File: src/rtl/fsm_control_multi_if.sv
// rtl/fsm_control_multi_if.sv - FIFO-side configuration and status bundle for fsm_control_multi
interface fsm_control_multi_if #(
    parameter int NUM_FIFOS = 4,
    parameter int UMBRAL_W  = 8
);
    logic                 init;
    logic [UMBRAL_W-1:0]  umbral_alto;
    logic [UMBRAL_W-1:0]  umbral_bajo;
    logic [NUM_FIFOS-1:0] FIFO_empty;
    logic [NUM_FIFOS-1:0] FIFO_error;
    logic [UMBRAL_W-1:0]  umbral_alto_o;
    logic [UMBRAL_W-1:0]  umbral_bajo_o;
    logic                 idle;
    logic                 active;
    logic                 error;
    logic                 init_o;
    logic [1:0]           error_code;
    logic [NUM_FIFOS-1:0] error_fifo;

    modport master (
        input  init, umbral_alto, umbral_bajo, FIFO_empty, FIFO_error,
        output umbral_alto_o, umbral_bajo_o, idle, active, error, init_o,
               error_code, error_fifo
    );

    modport slave (
        output init, umbral_alto, umbral_bajo, FIFO_empty, FIFO_error,
        input  umbral_alto_o, umbral_bajo_o, idle, active, error, init_o,
               error_code, error_fifo
    );
endinterface

File: src/rtl/fsm_control_multi.sv
// rtl/fsm_control_multi.sv - flow-control master FSM for NUM_FIFOS VC FIFOs
module fsm_control_multi #(
    parameter int NUM_FIFOS = 4,
    parameter int UMBRAL_W  = 8
) (
    input  logic                clk,
    input  logic                reset,
    fsm_control_multi_if.master bus
);
    typedef enum logic [2:0] {
        S_RESET  = 3'd0,
        S_INIT   = 3'd1,
        S_IDLE   = 3'd2,
        S_ACTIVE = 3'd3,
        S_ERROR  = 3'd4
    } state_t;

    localparam logic [1:0] CODE_NONE = 2'b00;
    localparam logic [1:0] CODE_FIFO = 2'b01;
    localparam logic [1:0] CODE_CFG  = 2'b10;

    state_t               state_q, state_d;
    logic [UMBRAL_W-1:0]  alto_q, alto_d;
    logic [UMBRAL_W-1:0]  bajo_q, bajo_d;
    logic [1:0]           code_q, code_d;
    logic [NUM_FIFOS-1:0] efifo_q, efifo_d;

    always_ff @(posedge clk) begin
        if (reset) begin
            state_q <= S_RESET;
            alto_q  <= '0;
            bajo_q  <= '0;
            code_q  <= CODE_NONE;
            efifo_q <= '0;
        end else begin
            state_q <= state_d;
            alto_q  <= alto_d;
            bajo_q  <= bajo_d;
            code_q  <= code_d;
            efifo_q <= efifo_d;
        end
    end

    always_comb begin
        state_d = state_q;
        alto_d  = alto_q;
        bajo_d  = bajo_q;
        code_d  = code_q;
        efifo_d = efifo_q;
        case (state_q)
            S_RESET: state_d = S_INIT;
            S_INIT: begin
                // The validity check uses the values being latched this cycle.
                alto_d = bus.umbral_alto;
                bajo_d = bus.umbral_bajo;
                if (!bus.init) begin
                    if (bajo_d >= alto_d) begin
                        state_d = S_ERROR;
                        code_d  = CODE_CFG;
                    end else begin
                        state_d = S_IDLE;
                    end
                end
            end
            S_IDLE, S_ACTIVE: begin
                if (|bus.FIFO_error) begin
                    state_d = S_ERROR;
                    code_d  = CODE_FIFO;
                    efifo_d = bus.FIFO_error;
                end else if (bus.init) begin
                    state_d = S_INIT;
                end else if (state_q == S_IDLE && !(&bus.FIFO_empty)) begin
                    state_d = S_ACTIVE;
                end else if (state_q == S_ACTIVE && (&bus.FIFO_empty)) begin
                    state_d = S_IDLE;
                end
            end
            S_ERROR: begin
                efifo_d = efifo_q | bus.FIFO_error;
                if (bus.init && bus.FIFO_error == '0) begin
                    state_d = S_INIT;
                end
            end
            default: state_d = S_RESET;
        endcase
        if (state_d == S_INIT) begin
            code_d  = CODE_NONE;
            efifo_d = '0;
        end
    end

    assign bus.umbral_alto_o = alto_q;
    assign bus.umbral_bajo_o = bajo_q;
    assign bus.idle          = (state_q == S_IDLE);
    assign bus.active        = (state_q == S_ACTIVE);
    assign bus.error         = (state_q == S_ERROR);
    assign bus.init_o        = (state_q == S_INIT);
    assign bus.error_code    = code_q;
    assign bus.error_fifo    = efifo_q;
endmodule

File: src/flat_wrapper.sv
// flat-port wrapper written by rule: the top's interface ports become plain ports
module fsm_control_multi_flat 
#(
    parameter int NUM_FIFOS = 4,
    parameter int UMBRAL_W  = 8
)
  (clk, reset, bus_init, bus_umbral_alto, bus_umbral_bajo, bus_FIFO_empty, bus_FIFO_error, bus_umbral_alto_o, bus_umbral_bajo_o, bus_idle, bus_active, bus_error, bus_init_o, bus_error_code, bus_error_fifo);
  fsm_control_multi_if #(.NUM_FIFOS(NUM_FIFOS), .UMBRAL_W(UMBRAL_W)) bus_i ();
  input  logic clk;
  input  logic reset;
  input wire logic [$bits(bus_i.init)-1:0] bus_init;
  input wire logic [$bits(bus_i.umbral_alto)-1:0] bus_umbral_alto;
  input wire logic [$bits(bus_i.umbral_bajo)-1:0] bus_umbral_bajo;
  input wire logic [$bits(bus_i.FIFO_empty)-1:0] bus_FIFO_empty;
  input wire logic [$bits(bus_i.FIFO_error)-1:0] bus_FIFO_error;
  output wire logic [$bits(bus_i.umbral_alto_o)-1:0] bus_umbral_alto_o;
  output wire logic [$bits(bus_i.umbral_bajo_o)-1:0] bus_umbral_bajo_o;
  output wire logic [$bits(bus_i.idle)-1:0] bus_idle;
  output wire logic [$bits(bus_i.active)-1:0] bus_active;
  output wire logic [$bits(bus_i.error)-1:0] bus_error;
  output wire logic [$bits(bus_i.init_o)-1:0] bus_init_o;
  output wire logic [$bits(bus_i.error_code)-1:0] bus_error_code;
  output wire logic [$bits(bus_i.error_fifo)-1:0] bus_error_fifo;
  assign bus_i.init = bus_init;
  assign bus_i.umbral_alto = bus_umbral_alto;
  assign bus_i.umbral_bajo = bus_umbral_bajo;
  assign bus_i.FIFO_empty = bus_FIFO_empty;
  assign bus_i.FIFO_error = bus_FIFO_error;
  assign bus_umbral_alto_o = bus_i.umbral_alto_o;
  assign bus_umbral_bajo_o = bus_i.umbral_bajo_o;
  assign bus_idle = bus_i.idle;
  assign bus_active = bus_i.active;
  assign bus_error = bus_i.error;
  assign bus_init_o = bus_i.init_o;
  assign bus_error_code = bus_i.error_code;
  assign bus_error_fifo = bus_i.error_fifo;
  fsm_control_multi #(.NUM_FIFOS(NUM_FIFOS), .UMBRAL_W(UMBRAL_W)) u_core (.clk(clk), .reset(reset), .bus(bus_i));
endmodule
File: config.mk
export PLATFORM = sky130hd
export DESIGN_NAME = fsm_control_multi_flat
export DESIGN_NICKNAME = d
export VERILOG_FILES = /design/src/rtl/fsm_control_multi_if.sv /design/src/rtl/fsm_control_multi.sv /design/src/flat_wrapper.sv
export SDC_FILE = /design/constraint.sdc
export NUM_CORES = 1
export LEC_CHECK = 0
export CORE_MARGIN = 2
export CORE_UTILIZATION = 35
export CTS_BUF_LIST = sky130_fd_sc_hd__clkbuf_8
export DETAILED_ROUTE_END_ITERATION = 10
export GPL_TIMING_DRIVEN = 0
export PLACE_DENSITY = 0.69
export SLEW_MARGIN = 25
export SYNTH_ARGS = -nofsm -noshare
export SYNTH_HDL_FRONTEND = slang
export SYNTH_SLANG_ARGS = --single-unit
File: constraint.sdc
create_clock -name clk -period 3.5 [get_ports clk]
set_clock_uncertainty 0.1 [all_clocks]
set_input_delay 0.525 -clock clk [delete_from_list [all_inputs] [get_ports clk]]
set_output_delay 0.525 -clock clk [all_outputs]
set_load 0.005 [all_outputs]
==> impl_metrics.tcl, run 1 <==
set metrics [dict create \
    synth-compound-area-share_pct 21.7 \
    netlist-cell-type-count 31 \
    cts_num_sinks 25 \
    overflow 0 \
    yosysMostFrequentCell "nand2_1" \
    diodes 0 \
    clkTransAtPathRegs_ns 0.08 \
    r2r_start "u_core.state_q[2]$_SDFF_PP0_" \
    crit_chain "nor2_2, nand2_2, clkinv_1, buf_2, clkdlybuf4s50_1" \
    fin_setup_tns_ns 0 \
    startpoint_type "flop" \
    post_dp_cell_area_um2 1790 \
    critical-path-top-delay-family "buffers and inverters" \
    fin_area_um2 1840 \
    synth_top_family_by_area "simple AND/OR/NAND/NOR gates" \
    die_y_um 62.9 \
    initial_core_util_pct 36.4 \
    cp_max_fo 10 \
    post_drt_wl_per_cell_um 12.1 \
    max_cap_violations 0 \
    critPathSlowestCell "clkdlybuf4s50_1" \
    postSynthCellCount 145 \
    gp_congestion 0.781 \
    placed_cells_incl_taps 243 \
    rows 21 \
    vias_per_cell 4.71 \
    hold_viol_final 0 \
    design.portCount 53 \
    crit_type "reg -> out" \
    hold_path.class "reg -> reg" \
    met1_length_mm 1.37 \
    core_area_um2 3340 \
    drt_pass1_iterations 4 \
    grt_util_all_layers_pct 15.3 \
    wl_met3_um 70 \
    drt_iter0_drc 29 \
    synth-seq-area-share_pct 41.2 \
    status "finished, final reports clean" \
    via_count 1163 \
    port_buffers 52 \
    cts_setup_buffers 0 \
    ys.warnings.count 0 \
    slew_headroom_pct 68.2 \
    fin_nets 237 \
    synth.cell_area_um2 1210 \
    power_density_nw_per_um2 360 \
    htreeDepth 1 \
    synth.area.mux_share_pct 0 \
    grt_max_degree 14 \
    synth_top_area_cell "dfxtp_1" \
    cts_root_buf "clkbuf_8" \
    postSynth.asyncResetShare_pct 0 \
    synth_top_area_share_pct 41.2 \
    cp_num_buf_inv 3 \
    fmaxAchievable_mhz 387 \
    wirelength_mm 3.00 \
    grt_pass1_vias 1121 \
    fin_crit_ns 2.59 \
    rsz0062_at_grt "false" \
    finalNonFillerCells 247 \
    slew_viol_final 0 \
    finalCritPeriodShare_pct 73.9 \
    routed.top_layer "met4" \
    avgSynthCellArea_um2 8.38 \
    synthTopCellsByArea "dfxtp_1 (41%), nand2_1 (11%), ha_1 (8.2%)" \
    setup_ws_ns 0.913 \
    die_area_um2 3960 \
    vdd_drop_max_mv 0.215 \
    max_slew.worst_pin.slew_ns 0.477 \
    cp.arrival_ns 1.96 \
    total_power_w 0.000661 \
    cp-end-kind "primary output" \
    postCtsHoldBufs 0 \
    final_layout_size_suffix_gt1_share_pct 6.47 \
    critPathLaunch "u_core.state_q[2]$_SDFF_PP0_" \
    cts_buffers 3 \
    ant_nets 0 \
    yosys.area_share.adder_pct 8.24 \
    synth_flop_cell "dfxtp_1" \
    clockBufferDepth 2 \
    synthSimpleGateAreaFrac_pct 24.1 \
    synth_edf_count 0 \
    drc 0 \
    crit_path_max_incr_delay_ns 0.46 \
    insertion_delay_ns 0.26 \
    p_leak_nw 0.723 \
    die_w_um 62.9 \
    pre_cts_slack_ns 0.826 \
    finalSetupViolations 0 \
    hpwl_mm 2.43 \
    tritoncts "built" \
    synth_seq_cells 25 \
    cts_resized 0 \
    hold_start "u_core.bus.umbral_alto_o[1]$_SDFFE_PP0P_" \
    cp.required_ns 2.87 \
    area_growth_pct 51.3 \
    antenna_found_initial 0 \
    synth_xor_area_share_pct 0 \
    ys_top_cells_by_count "nand2_1 (37), dfxtp_1 (25), a21oi_1 (16)" \
    grt_pass1_wl_mm 4.93 \
    dr_wl_met2_mm 1.53 \
    synth_nets 180 \
]
power breakdown:
part	leakage [nW]	switching, W	internal (W)
registers	0.204	0.0000127	0.000305
logic	0.492	0.0000822	0.0000974
clock network	0.0269	0.0000859	0.0000783
total	0.723	0.000181	0.000480
kinds of logic after synthesis:
group / Yosys count
AO/OA/AOI/OAI: 35
buffers and inverters: 15
AND/OR/NAND/NOR: 62
flip-flops: 25
adder cells (fa/ha/maj): 8
final timing paths:
check                                                                end  slack (ns)  depth (start not counted)
worst max-delay path                                          bus_init_o        0.91                          5
worst min-delay path            u_core.bus.umbral_alto_o[1]$_SDFFE_PP0P_        0.36                          2
worst max register to register     u_core.bus.error_code[0]$_SDFFE_PP0P_        1.83                          5
worst min register to register  u_core.bus.umbral_alto_o[1]$_SDFFE_PP0P_        0.36                          2
layer usage:
metal  vias up  GRT usage [%]
met5         -              0
met3         2           2.16
met1       538           18.7
met2        19           27.7
li1        604              -
met4         0           4.17
area by class of cell:
type | instances | area [µm²]
fill | 334 | 1500
multi-input combinational | 105 | 657
timing repair buffer | 52 | 520
sequential | 25 | 500
tap | 46 | 57.6
clock buffer | 3 | 41.3
inverter | 11 | 41.3
buffer | 4 | 16.3
clock inverter | 1 | 3.75
state kept, by name, indices dropped and copies added (netlist names):
register,count
u_core.state_q,3
u_core.bus.umbral_alto_o,8
u_core.bus.umbral_bajo_o,8
u_core.bus.error_code,2
u_core.bus.error_fifo,4
metrics by stage:
step | utilization, % | hold WS [ns]
floorplan | - | 0.353
global placement | 53.7 | 0.341
detailed placement | 53.7 | 0.347
CTS | 55.1 | 0.359
global route | 55.1 | 0.385
finish | 55.1 | 0.359
cells in the final DEF, fill, tap and decap left out, types with 3 or more instances in the layout:
cell and count:
nand2_1 37, clkbuf_1 3, inv_1 11, nor2_1 10
dfxtp_1 25, a21oi_1 16, ha_1 8, clkdlybuf4s50_1 52
a22oi_1 5, nand2b_1 3, clkbuf_8 3
worst min-delay path, stage by stage (launching register included):
cell and delay, ns:
dfxtp_1 0.32, nand2_1 0.05, a21oi_1 0.05
Power figures use the tool's default switching activity.
==> inputs of run 2 (changes only) <==
- clock period: 3.5 -> 2.6 ns (I/O delays scaled with it)
==> run 2 against run 1 <==
Net effect: register-to-register slack got worse by 0.91 ns; power increased by 35%; die area unchanged; clock-buffer cell count unchanged; worst setup slack lost 0.70 ns; clock power rose by 35%; non-clock buffer count unchanged; global-route usage stayed put; hold slack hardly changed; sequential cell count is the same; critical path depth unchanged; critical endpoint unchanged; largest cell class unchanged.
==> impl_metrics.tcl, run 2 (same netlist as run 1, synthesis figures left out) <==
set metrics [dict create \
    finalCritPeriodShare_pct 91.9 \
    fin_nets 237 \
    cp.required_ns 2.11 \
    design.portCount 53 \
    fin_hold_ws_ns 0.359 \
    max_cap_violations 0 \
    vdd_drop_max_mv 0.290 \
    post_drt_wl_per_cell_um 12.0 \
    slew_headroom_pct 69.0 \
    hold_path.class "reg -> reg" \
    critPathSlowestCell "clkdlybuf4s50_1" \
    fin_setup_tns_ns 0 \
    hold_start "u_core.bus.umbral_alto_o[1]$_SDFFE_PP0P_" \
    die_y_um 62.9 \
    min_to "u_core.bus.umbral_alto_o[1]$_SDFFE_PP0P_" \
    cts_num_sinks 25 \
    fmaxAchievable_mhz 418 \
    insertion_delay_ns 0.26 \
    fin_crit_ns 2.39 \
    cp_num_buf_inv 3 \
    cp_max_fo 10 \
    power_density_nw_per_um2 484 \
    p_sw_share_pct 27.4 \
    initial_core_util_pct 36.4 \
    via_count 1158 \
    p_switching_w 0.000244 \
    tritoncts "built" \
    cts_root_buf "clkbuf_8" \
    finalSetupViolations 0 \
    startpoint_type "flop" \
    drc 0 \
    layout_common_cells "clkdlybuf4s50_1 (52), nand2_1 (37), dfxtp_1 (25)" \
    critical-path-top-delay-family "buffers and inverters" \
    grt_pass1_vias 1121 \
    hpwl_mm 2.43 \
    worstReg2RegEnd "u_core.bus.error_code[0]$_SDFFE_PP0P_" \
    cp.arrival_ns 1.90 \
    cp-end-kind "primary output" \
    p_leak_nw 0.722 \
    diodes 0 \
    rsz0062_at_grt "false" \
    p_int_w 0.000647 \
    grt_util_all_layers_pct 15.3 \
    cts_setup_buffers 0 \
    grt_pass1_wl_mm 4.93 \
    r2r_start "u_core.state_q[1]$_SDFF_PP0_" \
    grt_max_degree 14 \
    whs_path_depth 2 \
    antenna_found_initial 0 \
    seqCellArea_um2 500 \
    crit_type "reg -> out" \
    vias_per_cell 4.69 \
    comb_power_share_pct 27.3 \
    r2r_slack_ns 0.92 \
    rows 21 \
    cts_buffers 3 \
    final_layout_size_suffix_gt1_share_pct 6.97 \
    clkPwrFrac_pct 24.9 \
    multi_input_area_um2 657 \
    drt_pass1_iterations 4 \
    slew_viol_final 0 \
    fillers 336 \
    reg2regPathDepth 5 \
    wirelength_mm 2.97 \
    status "finished, final reports clean" \
    die_w_um 62.9 \
    drt_iter0_drc 17 \
    core_area_um2 3340 \
    die_area_um2 3960 \
    hold_viol_final 0 \
    crit_chain "nor2_2, nand2_2, clkinvlp_4, buf_2, clkdlybuf4s50_1" \
    clkTransAtPathRegs_ns 0.08 \
    gp_congestion 0.781 \
    final_common_cell "clkdlybuf4s50_1" \
    clockBufferDepth 2 \
    max_slew.worst_pin.slew_ns 0.465 \
    power.share.sequential_pct 47.9 \
    port_buffers 52 \
    crit_path_max_incr_delay_ns 0.53 \
    area_growth_pct 51.6 \
    overflow 0 \
    ant_nets 0 \
    htreeDepth 1 \
]
==> run 2: routing by layer <==
layer  part of all wire, %  wire length, µm  track usage, %  vias to the layer above
met2                    51             1530            27.7                       21
met5                     0                0               0                        -
met1                    45             1330            18.7                      533
met3                   2.9               86            2.16                        2
met4                  0.94               28            4.17                        0
li1                      -                -               -                      602
==> run 2: power by group through the flow <==
stage / Clock, W / Sequential [W] / Combinational (W)
2_1_floorplan: 0 / 0.000436 / 0.000114
3_3_place_gp: 0 / 0.000434 / 0.000237
5_1_grt: 0.000247 / 0.000431 / 0.000268
6_report: 0.000222 / 0.000427 / 0.000243
4_1_cts: 0.000226 / 0.000427 / 0.000245
3_5_place_dp: 0 / 0.000436 / 0.000243
==> run 2: worst max path at each step <==
stage / start / endpoint / slack (ns) / cells past startpoint
2_1_floorplan: bus_umbral_bajo[0] / u_core.bus.error_code[0]$_SDFFE_PP0P_ / 0.64 / 7
3_3_place_gp: bus_umbral_bajo[0] / u_core.bus.error_code[0]$_SDFFE_PP0P_ / 0.08 / 8
3_5_place_dp: bus_umbral_bajo[0] / u_core.bus.error_code[0]$_SDFFE_PP0P_ / 0.06 / 8
4_1_cts: u_core.state_q[2]$_SDFF_PP0_ / bus_init_o / 0.12 / 5
5_1_grt: u_core.state_q[2]$_SDFF_PP0_ / bus_init_o / 0.07 / 5
6_report: u_core.state_q[1]$_SDFF_PP0_ / bus_init_o / 0.21 / 5
==> run 2: timing repair <==
| action | CTS | global route |
|---|---|---|
| hold buffers | 0 | 0 |
| resized for setup | 0 | 1 |
| endpoints found under the setup margin | 0 | 1 |
==> run 2: worst min-delay path: cells and delay by family, from the launching register on <==
kind	cells	cell delay, ns
compound gates	1	0.05
simple gates	1	0.05
flops	1	0.32
==> run 2: metrics by stage <==
| stage | power [W] | setup slack (ns) | cells | util (%) | cell area [µm²] |
|---|---|---|---|---|---|
| after CTS | 0.000898 | 0.124 | 247 | 55.1 | 1840 |
| after detailed placement | 0.000679 | 0.0609 | 243 | 53.7 | 1790 |
| after global placement | 0.000671 | 0.0808 | 243 | 53.7 | 1790 |
| final | 0.000892 | 0.210 | 247 | 55.2 | 1840 |
| after global routing | 0.000946 | 0.0706 | 247 | 55.2 | 1840 |
| after floorplan | 0.000550 | 0.644 | 145 | - | 1210 |
==> run 2: area by class of cell <==
cell class / count / area share [%]
buffer: 4 / 0.883
clock inverter: 1 / 0.204
sequential: 25 / 27.2
multi-input combinational: 105 / 35.7
timing repair buffer: 52 / 28.3
clock buffer: 3 / 2.24
tap: 46 / 3.12
inverter: 11 / 2.45
==> inputs of run 3 (changes only) <==
- HOLD_SLACK_MARGIN: unset -> 0.05
==> results of run 3 <==
No change in the layout: final DEF, timing and power equal those of run 2.
==> edit (flow settings as in run 2) <==
`NUM_FIFOS` is set to 4 in 3 places; all go to 5.
--- a/src/rtl/fsm_control_multi_if.sv
+++ b/src/rtl/fsm_control_multi_if.sv
@@ -1,6 +1,6 @@
 // rtl/fsm_control_multi_if.sv - FIFO-side configuration and status bundle for fsm_control_multi
 interface fsm_control_multi_if #(
-    parameter int NUM_FIFOS = 4,
+    parameter int NUM_FIFOS = 5,
     parameter int UMBRAL_W  = 8
 );
     logic                 init;
--- a/src/rtl/fsm_control_multi.sv
+++ b/src/rtl/fsm_control_multi.sv
@@ -1,6 +1,6 @@
 // rtl/fsm_control_multi.sv - flow-control master FSM for NUM_FIFOS VC FIFOs
 module fsm_control_multi #(
-    parameter int NUM_FIFOS = 4,
+    parameter int NUM_FIFOS = 5,
     parameter int UMBRAL_W  = 8
 ) (
     input  logic                clk,
--- a/src/flat_wrapper.sv
+++ b/src/flat_wrapper.sv
@@ -1,7 +1,7 @@
 // flat-port wrapper written by rule: the top's interface ports become plain ports
 module fsm_control_multi_flat 
 #(
-    parameter int NUM_FIFOS = 4,
+    parameter int NUM_FIFOS = 5,
     parameter int UMBRAL_W  = 8
 )
   (clk, reset, bus_init, bus_umbral_alto, bus_umbral_bajo, bus_FIFO_empty, bus_FIFO_error, bus_umbral_alto_o, bus_umbral_bajo_o, bus_idle, bus_active, bus_error, bus_init_o, bus_error_code, bus_error_fifo);
Ports: changed (resized bus_FIFO_empty, bus_FIFO_error and bus_error_fifo); port bits go from 53 to 56. The function was not compared with the original's and may differ.
==> edit against run 2 <==
Hold slack got worse by 64 ps. Combinational power rose by 4%. Worst setup slack got worse by 84 ps. Sequential share of layout area barely moved. Synthesized area rose by 0.31%. Sequential cell count rose by 1. Sequential power rose by 4%. Via count rose by 7.1%. Wire length rose by 2.2%. Count of clock-buffer cells in the layout did not move. Die area rose by 0.29%. Cell area rose by 4.1%. Total power rose by 15%. Global-route usage fell by 0.21 points. Critical endpoint unchanged. Highest routed layer is now met3.
==> edit: results (changes against run 2) <==
- DR pass1 iterations: 4 (unchanged)
- Fraction of registers with async set/reset: 0 (unchanged)
- H-Tree Depth: 1 (unchanged)
- Worst-path fanout max: 10 (unchanged)
- Average size of a mapped cell: 8.02 um^2 (was 8.38 um^2)
- Largest net degree at the start of global routing: 16 (was 14)
- Fin nets: 251 (was 237)
- Layout cells sized above 1: 0.0704 (was 0.0697)
- Clock buffer count from CTS: 3 (unchanged)
- Vias per cell: 4.79 (was 4.69)
- Final GP Congestion: 0.781 (about the same)
- CP max stage cell: clkdlybuf4s50_1 (unchanged)
- Clk_lat worst skew: 270 ps
- 1st-iter DRT viols: 31 (was 17)
- Pre-CTS setup slack: 22.7 ps (was 60.9 ps)
- Leak: 0.000754 uW (was 0.000722 uW)
- First-pass GRT wire length: 5010 um (was 4930 um)
- Synth warn: 0 (unchanged)
- Via count: 1,240 (was 1,158)
- GRT Util Overall: 0.151 (was 0.153)
- Drt wl/cell: 11.7 um (was 12.0 um)
- Seq pwr share: 0.432 (was 0.479)
- Clock-pin slew on the worst setup and hold paths: 90 ps
- Initial antenna violation count: 0 (unchanged)
- Hold Crit Class: input port to flip-flop (was flip-flop to flip-flop)
- Synth unique cells: 28 (was 31)
- Largest cells by area after synthesis: dfxtp_1, nand2_1, a21oi_1, ha_1, inv_1 (was dfxtp_1, nand2_1, ha_1, a21oi_1, a22oi_1)
- Switching fraction of total power: 0.248 (was 0.274)
- Crit path max-delay family: buffers and inverters (unchanged)
- Slew headroom: 0.710 (was 0.690)
- Clock tree buffer depth: 2 (unchanged)
- Fillcell total: 324 (was 336)
- Max Slew Vio Count: 0 (unchanged)
- Status: finished, final reports clean (unchanged)
- Post-synth top flop: dfxtp_1 (unchanged)
- Post-synthesis mux area share: 0 (unchanged)
- Sequential share of the synthesized area: 0.427 (was 0.412)
- N_diodes: 0 (unchanged)
- Critical path's largest stage delay: 520 ps
- DPL Wire Length: 2460 um (was 2430 um)
- Adder-cell share of the synthesized area: 0.0821 (was 0.0824)
- Compound-Gate Fraction of Synth Area: 0.210 (was 0.217)
- VDD IR max: 0.208 mV (was 0.290 mV)
- Post-synth top cells: nand2_1, dfxtp_1, a21oi_1 (unchanged)
- Most frequent cell after synthesis: nand2_1 (unchanged)
- Xor/xnor cell area share of the yosys netlist: 0 (unchanged)
- Logic pwr share: 0.246 (was 0.273)
- Clk root buf: clkbuf_8 (unchanged)
- Syn_nets: 189 (was 180)
- Port Buffers: 54 (was 52)
edit: final cells by class:
| type | count | area (um^2) | share of cell area |
|---|---|---|---|
| multi-input combinational | 105 | 617 | 0.322 |
| timing repair buffer | 57 | 563 | 0.294 |
| sequential | 26 | 520 | 0.272 |
| inverter | 15 | 60.1 | 0.0313 |
| tap | 46 | 57.6 | 0.0300 |
| clock buffer | 3 | 41.3 | 0.0215 |
| clock inverter | 1 | 30.0 | 0.0157 |
| buffer | 6 | 27.5 | 0.0144 |
edit: routing by layer:
layer  track usage  wire length, um
met3        0.0378              211
met4        0.0167                0
met2         0.273             1490
met5             0                0
met1         0.185             1330
edit: stage by stage:
stage / util / total power [uW] / instance area, um^2
after floorplan: - / 561 / 1220
after CTS: 0.566 / 1020 / 1890
after global routing: 0.574 / 1080 / 1920
after detailed placement: 0.544 / 693 / 1820
final: 0.574 / 1030 / 1920
after global placement: 0.544 / 686 / 1820
edit: worst register-to-register path, cell delays in order, from the launching register on:
cell	delay, ps
dfxtp_1	390
inv_1	70
or3_1	410
clkbuf_1	260
o31ai_1	280
nor3b_1	230
edit: path summary, 6_finish.rpt:
check | to | cells after the start | startpoint | slack (ps)
worst max register to register | u_core.bus.error_code[1]$_SDFFE_PP0P_ | 5 | u_core.state_q[0]$_SDFF_PP0_ | 780
worst max-delay path | bus_init_o | 5 | u_core.state_q[0]$_SDFF_PP0_ | 130
worst min register to register | u_core.bus.umbral_bajo_o[7]$_SDFFE_PP0P_ | 2 | u_core.bus.umbral_bajo_o[7]$_SDFFE_PP0P_ | 360
worst min-delay path | u_core.state_q[1]$_SDFF_PP0_ | 2 | bus_init | 290
edit: repair_timing:
item	4_1_cts	5_1_grt
resized for setup	0	2
hold buffers	0	0
setup buffers	0	3
endpoints found under the setup margin	0	1
